===== src/rtl/font_flash_reader.sv =====
// Glyph pixel fetch: adds the character term to the bit offset, reads the word from font flash, returns one bit.
// Optional one-word cache enabled with `define FONT_WORD_CACHE_EN.
module font_flash_reader #(
  parameter int memFontHeight     = 128,
  parameter int memFontWidth      = 64,
  parameter int charactersPerFont = 256,
  parameter int FLASH_WORD_W      = 32,
  parameter int TIMEOUT_CYCLES    = 255
) (
  input  logic                                clk,
  input  logic                                rst,
  input  logic                                req_valid,
  output logic                                req_ready,
  input  logic [29:0]                         addressOffsetBits,
  input  logic [15:0]                         characterIndex,
  output logic                                flash_rd_req,
  output logic [29-$clog2(FLASH_WORD_W):0]    flash_rd_addr,
  input  logic                                flash_rd_valid,
  input  logic [FLASH_WORD_W-1:0]             flash_rd_data,
  output logic                                pix_valid,
  input  logic                                pix_ready,
  output logic                                pix,
  output logic                                pix_err
);

  localparam int CHAR_W   = $clog2(charactersPerFont);
  localparam int GLYPH_SH = $clog2(memFontHeight) + $clog2(memFontWidth);
  localparam int SEL_W    = $clog2(FLASH_WORD_W);
  localparam int WA_W     = 30 - SEL_W;
  localparam int CNT_W    = $clog2(TIMEOUT_CYCLES + 1);

  typedef enum logic [1:0] {IDLE, ISSUE, WAIT, RESP} state_t;

  state_t             state;
  logic [CNT_W-1:0]   cnt;
  logic [WA_W-1:0]    wa_p0;
  logic [SEL_W-1:0]   sel_p0;
  logic [29:0]        bit_addr;
  logic [WA_W-1:0]    req_wa;
  logic [SEL_W-1:0]   req_sel;
  logic               accept;
  logic               unused_char_hi;

  function automatic logic [29:0] glyph_bit_addr(input logic [29:0] off,
                                                 input logic [15:0] ch);
    logic [29:0] ch_term;
    ch_term = 30'(ch[CHAR_W-1:0]) << GLYPH_SH;
    return off + ch_term;
  endfunction

  assign bit_addr       = glyph_bit_addr(addressOffsetBits, characterIndex);
  assign req_wa         = bit_addr[29:SEL_W];
  assign req_sel        = bit_addr[SEL_W-1:0];
  assign accept         = (state == IDLE) && req_ready && req_valid;
  assign unused_char_hi = ^characterIndex[15:CHAR_W];

`ifdef FONT_WORD_CACHE_EN
  logic                    cache_vld;
  logic [WA_W-1:0]         cache_tag;
  logic [FLASH_WORD_W-1:0] cache_word;
  logic                    cache_hit;

  assign cache_hit = cache_vld && (cache_tag == req_wa);
`endif

  // p0: request address latch (and cache fill); data only, no reset needed
  always_ff @(posedge clk) begin
    if (accept) begin
      wa_p0  <= req_wa;
      sel_p0 <= req_sel;
    end
`ifdef FONT_WORD_CACHE_EN
    if (state == WAIT && flash_rd_valid) begin
      cache_word <= flash_rd_data;
      cache_tag  <= wa_p0;
    end
`endif
  end

  // control FSM with registered handshake and flash outputs
  always_ff @(posedge clk or negedge rst) begin
    if (!rst) begin
      state         <= IDLE;
      req_ready     <= 1'b0;
      flash_rd_req  <= 1'b0;
      flash_rd_addr <= '0;
      pix_valid     <= 1'b0;
      pix           <= 1'b0;
      pix_err       <= 1'b0;
      cnt           <= '0;
`ifdef FONT_WORD_CACHE_EN
      cache_vld     <= 1'b0;
`endif
    end else begin
      unique case (state)
        IDLE: begin
          if (accept) begin
            req_ready <= 1'b0;
            cnt       <= '0;
`ifdef FONT_WORD_CACHE_EN
            if (cache_hit) begin
              pix       <= cache_word[req_sel];
              pix_err   <= 1'b0;
              pix_valid <= 1'b1;
              state     <= RESP;
            end else begin
              state <= ISSUE;
            end
`else
            state <= ISSUE;
`endif
          end else begin
            req_ready <= 1'b1;
          end
        end
        ISSUE: begin
          flash_rd_req  <= 1'b1;
          flash_rd_addr <= wa_p0;
          cnt           <= '0;
          state         <= WAIT;
        end
        WAIT: begin
          // returned data takes priority over a timeout in the same cycle
          if (flash_rd_valid) begin
            pix          <= flash_rd_data[sel_p0];
            pix_err      <= 1'b0;
            flash_rd_req <= 1'b0;
            pix_valid    <= 1'b1;
            state        <= RESP;
`ifdef FONT_WORD_CACHE_EN
            cache_vld    <= 1'b1;
`endif
          end else if (cnt == CNT_W'(TIMEOUT_CYCLES - 1)) begin
            pix          <= 1'b0;
            pix_err      <= 1'b1;
            flash_rd_req <= 1'b0;
            pix_valid    <= 1'b1;
            state        <= RESP;
          end else begin
            cnt <= cnt + 1'b1;
          end
        end
        RESP: begin
          if (pix_ready) begin
            pix_valid <= 1'b0;
            req_ready <= 1'b1;
            state     <= IDLE;
          end
        end
        default: state <= IDLE;
      endcase
    end
  end

endmodule

===== config.mk =====
export PLATFORM = sky130hd
export DESIGN_NAME = font_flash_reader
export DESIGN_NICKNAME = d
export VERILOG_FILES = /design/src/rtl/font_flash_reader.sv
export SDC_FILE = /design/constraint.sdc
export NUM_CORES = 1
export LEC_CHECK = 0
export CAP_MARGIN = 20
export CORE_ASPECT_RATIO = 0.7
export CORE_MARGIN = 1.5
export CORE_UTILIZATION = 33
export CTS_CLUSTER_DIAMETER = 50
export DETAILED_ROUTE_END_ITERATION = 16
export RECOVER_POWER = 100
export SETUP_SLACK_MARGIN = 0.02
export SYNTH_ARGS = -nofsm -noshare
export SYNTH_HDL_FRONTEND = slang
export SYNTH_SLANG_ARGS = --single-unit

===== constraint.sdc =====
create_clock -name clk -period 1.95 [get_ports clk]
set_input_delay 0.195 -clock clk [delete_from_list [all_inputs] [get_ports clk]]
set_output_delay 0.195 -clock clk [all_outputs]
set_load 0.02 [all_outputs]

# After elaboration in Yosys (flattened, before gate mapping)
# Index checks and enable logic that the tools add are counted.
[classes]
n_addsub = 2
n_lt_le_gt_ge = 1
n_eq_ne = 9
muxes = 23
n_reduce_logical = 14
[op_table]
columns = ["cell", "n"]
rows = [
  ["30-bit by 21-bit adder with 30-bit output", 1],
  ["8-bit 2-to-1 mux", 3],
  ["8-bit case mux with 3 select lines", 1],
  ["1-bit 2-to-1 mux", 10],
  ["8-bit by 1-bit adder with 8-bit output (second input constant)", 1],
  ["8-bit == test (second input constant)", 1],
  ["2-bit 2-to-1 mux", 4],
  ["2-bit != test (second input constant)", 4],
  ["2-bit case mux with 4 select lines", 1],
  ["2-bit nonzero test", 4],
  ["5-bit by 6-bit less-than comparator with 1-bit output (second input constant)", 1],
  ["1-bit case mux with 2 select lines", 3],
  ["2-bit AND reduction", 3],
  ["3-bit AND reduction", 2],
  ["1-bit binary-select mux with 5-bit select", 1],
  ["2-bit == test (second input constant)", 2],
  ["4-bit AND reduction", 1],
  ["3-bit != test (second input constant)", 1],
  ["3-bit nonzero test", 1],
  ["2-bit by 1-bit == test with 1-bit output (second input constant)", 1],
  ["1-bit logical AND", 2],
  ["2-bit logical NOT", 1],
]
[word_totals]
regBits = 70
input_bits = 83
output_inout_bits = 30
word_cells = 59

# Depth between registers and ports, before layout
[logic_depth]
word_depth = 5
ltp_mapped = 7
ltp_nobuf = 7

# Least setup slack after synthesis
# OpenSTA, ideal clock, no wires.
[synth_timing]
kind = "input to register"
startpoint = "input port addressOffsetBits[17]"
endpoint = "register wa_p0[23], data pin"
setup_ns = 0.257
arrival_time_ns = 1.638
t_required_ns = 1.693
slack_ns = 0.055
stages = 6
path_buffers = 0
cell_sequence = "ha_1 o21a_1 o21a_1 or2_2 a31o_2 a32o_1"
[synth_via]
elab_chain_len = 1
[synth_lines]
columns = ["item", "line", "source"]
rows = [
  ["start, declared", "14", "input logic [29:0] addressOffsetBits,"],
  ["30-bit by 21-bit adder with 30-bit output", "48", "return off + ch_term;"],
  ["via bit_addr[28]", "38", "logic [29:0] bit_addr;"],
  ["end signal, assigned", "69", "wa_p0 <= req_wa;"],
  ["end, declared", "36", "logic [WA_W-1:0] wa_p0;"],
]
# The timed path passes the listed nets, and every way through them passes these cells.
# A chain may end at the register's enable or synchronous reset.

# Final worst setup path
[layout_timing]
startpoint = "input port characterIndex[0]"
endpoint = "register wa_p0[24], data pin"
[layout_via]
elab_chain_len = 1
[layout_lines]
columns = ["item", "line", "source"]
rows = [
  ["start, declared", "15", "input logic [15:0] characterIndex,"],
  ["30-bit by 21-bit adder with 30-bit output", "48", ""],
  ["via bit_addr[29]", "38", ""],
]
# The timed path passes the listed nets, and every way through them passes these cells.

==> impl_results.md <==
* Post-route clock period utilization at 95.1%
* Setup CP Type: input port to flop
* Core area at 10400 sq um
* Rows at 31
* Yosys warning total at 0
* Top Layer Used: met4
* Fillers at 912
* Cell with the most instances after synthesis: dfrtp_1
* Gate Count Post-Synth at 268
* Asr flop ratio synth at 57.1%
* CTS tree: done
* RR Startpoint: sel_p0[1]
* Seq. cell area at 1900 sq um
* Area delta synth->final at 54.3%
* Worst-Margin Slew at 1010 ps
* Peak VDD IR at 0.509 mV
* Die Height at 89.7 um
* Slew Limit Fails at 0
* Synth cell count leaders: dfrtp_1 (40), edfxtp_1 (30), mux2_2 (27)
* Worst-Skew Late Latency at 330 ps
* Sw frac at 32.2%
* DPL Wire Length at 5910 um
* PortBufs at 104
* Residual DRC at 0
* Synth cell types at 45
* Total CTS buffers at 9
* Routed WL at 8180 um
* Status: finished clean
* Max FO, Critical Path at 5
* Grt ovf at 0
* Clock root buffer: clkbuf_16
* Flop pwr share at 33.7%
* Worst reg2reg path endpoint: pix
* Post-synthesis cell area at 3540 sq um
* Layout cells sized above 1 at 27.0%
* Clk_skew at 6.65 ps
* Initial Util at 34.1%
* Final setup violating endpoints at 0
* Metal2 WL at 3880 um
* Setup TNS at 0 ps
* Avg Inst Size Synth at 13.2 sq um
* Initial antenna violation count at 0
* Metal3 WL at 441 um
* Via density at 4.81
* Wire per inst at 14.7 um
* GP Congestion at 0.816
* Vias in the first global route at 2662
* Max-cap violation count at 0
* Switching power at 2.11 mW
* Internal at 4.45 mW
* Area after DPL at 5020 sq um
* Pwr Density at 1200 nW/um^2
* Met1 WL at 3760 um
* FMAX at 540 MHz
* Gate power share at 39.6%
* Global-route wire length before repair at 12800 um
* Via count at 2671
* Initial DRT Pass Iterations at 4
* Sequential area share after synthesis at 53.7%
* Die width at 127 um
* Startpoint types: input port
* Data required, critical path at 2030 ps
* I/O Pins at 113
* Max H-tree Level at 3
* Final Hold Fails at 0
* Critical path arrival at 1930 ps
* Yosys top cell by area: dfrtp_1
* DIE AREA at 11400 sq um
* Longest Clk Path Bufs at 2
* Clock Power Share at 26.7%
* Yosys reg bits at 70
* Design area at 5460 sq um
* Reg2reg path depth at 5
* Pleak at 2.30 nW
* Clk sinks at 70
* Min Tclk post-route at 1850 ps
* Prevailing post-synth register cell: dfrtp_1
* Max_slew headroom at 32.9%
* Multi-input gate area at 1680 sq um
* Worst-path clk slew at 60 ps
* HP Class: input port to asynchronous set/reset pin
* Ranking of synthesized cells by area: dfrtp_1 (28%), edfxtp_1 (25%), mux2_2 (8.6%)
* Synth Net Count at 367
* RSZ-0062 raised after global routing: no
* Top-area cell type share of the netlist area at 28.3%
* Final #Nets at 517
* N_diodes at 0
* CP Capture Type: flop
* Initial DRC count at 110
* Post-synth EDFFs at 30
* Flop-to-flop setup slack at 100 ps
* Antenna viol nets, final at 0
* Total GRT Usage at 14.8%
* Largest net degree at the start of global routing at 39
[metrics by stage]
stage	hold WS (ps)	total power [mW]	std cells	util (%)	setup slack, ps
after global routing	208	6.97	555	52.5	31.4
after global placement	2.06	4.98	533	48.3	-472
after detailed placement	3.72	5.03	533	48.3	-489
final	194	6.56	555	52.5	96.5
after CTS	189	6.83	553	52.2	21.1
after floorplan	-101	3.73	268	-	55.2
[cell usage in the layout (no fill, tap or decap), types with 5 or more instances in the layout]
cell / count
clkdlybuf4s50_1: 50
dlygate4sd3_1: 44
dfrtp_1: 40
buf_4: 35
edfxtp_1: 30
mux2_2: 27
nand2_1: 17
mux2i_1: 17
nand3_1: 12
o21ai_0: 11
ha_1: 10
xor2_1: 9
clkbuf_16: 9
inv_1: 7
nand4_1: 6
dlygate4sd2_1: 6
mux4_2: 5
[repair_timing]
item | 4_1_cts | 5_1_grt
pin swaps | 10 | 14
setup buffers | 3 | 2
setup endpoints to repair | 11 | 12
resized for setup | 15 | 22
endpoints found under the hold margin | 40 | 0
hold buffers | 1 | 0
[sequential cells by signal, indices dropped and copies added, names as in the netlist]
name and flops:
pix_valid 1, wa_p0 25, flash_rd_req 1, flash_rd_addr 25
state 2, cnt 8, pix_err 1, sel_p0 5
req_ready 1, pix 1
[worst max path at each step]
| stage | start | end | cells after the start |
|---|---|---|---|
| 3_5_place_dp | addressOffsetBits[13] | wa_p0[24] | 9 |
| 3_3_place_gp | addressOffsetBits[13] | wa_p0[24] | 9 |
| 2_1_floorplan | addressOffsetBits[17] | wa_p0[23] | 6 |
| 5_1_grt | characterIndex[0] | wa_p0[24] | 9 |
| 4_1_cts | addressOffsetBits[18] | wa_p0[18] | 8 |
| 6_report | characterIndex[0] | wa_p0[24] | 9 |
[logic make-up (layout without fill, tap and decap cells)]
| logic type | after synthesis | count (layout) | synth area share [%] |
|---|---|---|---|
| flip-flops | 70 | 70 | 53.7 |
| XOR/XNOR | 13 | 13 | 3.22 |
| buffers and inverters | 17 | 172 | 2.58 |
| AND/OR/NAND/NOR | 65 | 65 | 10.1 |
| AO/OA/AOI/OAI | 38 | 38 | 7.88 |
| adder cells (fa/ha/maj) | 16 | 16 | 5.87 |
| multiplexers | 49 | 49 | 16.6 |
[power by group through the flow]
stage | Sequential (mW) | Clock, mW | Combinational [mW]
2_1_floorplan | 2.62 | 0 | 1.11
3_3_place_gp | 2.24 | 0 | 2.73
3_5_place_dp | 2.26 | 0 | 2.77
4_1_cts | 2.24 | 1.80 | 2.79
5_1_grt | 2.28 | 1.86 | 2.83
6_report | 2.21 | 1.75 | 2.60
[routing by layer]
| metal | up-vias | track usage [%] |
|---|---|---|
| met5 | - | 0 |
| met2 | 49 | 25.1 |
| met3 | 10 | 5.45 |
| met1 | 1302 | 17.8 |
| met4 | 0 | 5.27 |
| li1 | 1310 | - |
[layout make-up]
cell class              count  share of cell area (%)
flip-flops and latches     70                    34.8
multi-input cells         181                    30.8
well taps                 132                    3.02
inverters                   7                   0.481
clock inverters             7                    1.76
clock buffers               9                    4.12
repair buffers            149                    25.0
[worst max-delay path: stages]
cell,delay [ps]
dlygate4sd2_1,230
ha_2,190
fa_2,380
a21oi_4,150
o21bai_2,100
a211oi_2,230
buf_4,200
nor4bb_4,60
xor2_1,190
No activity file was read; power rests on OpenSTA's default activity.
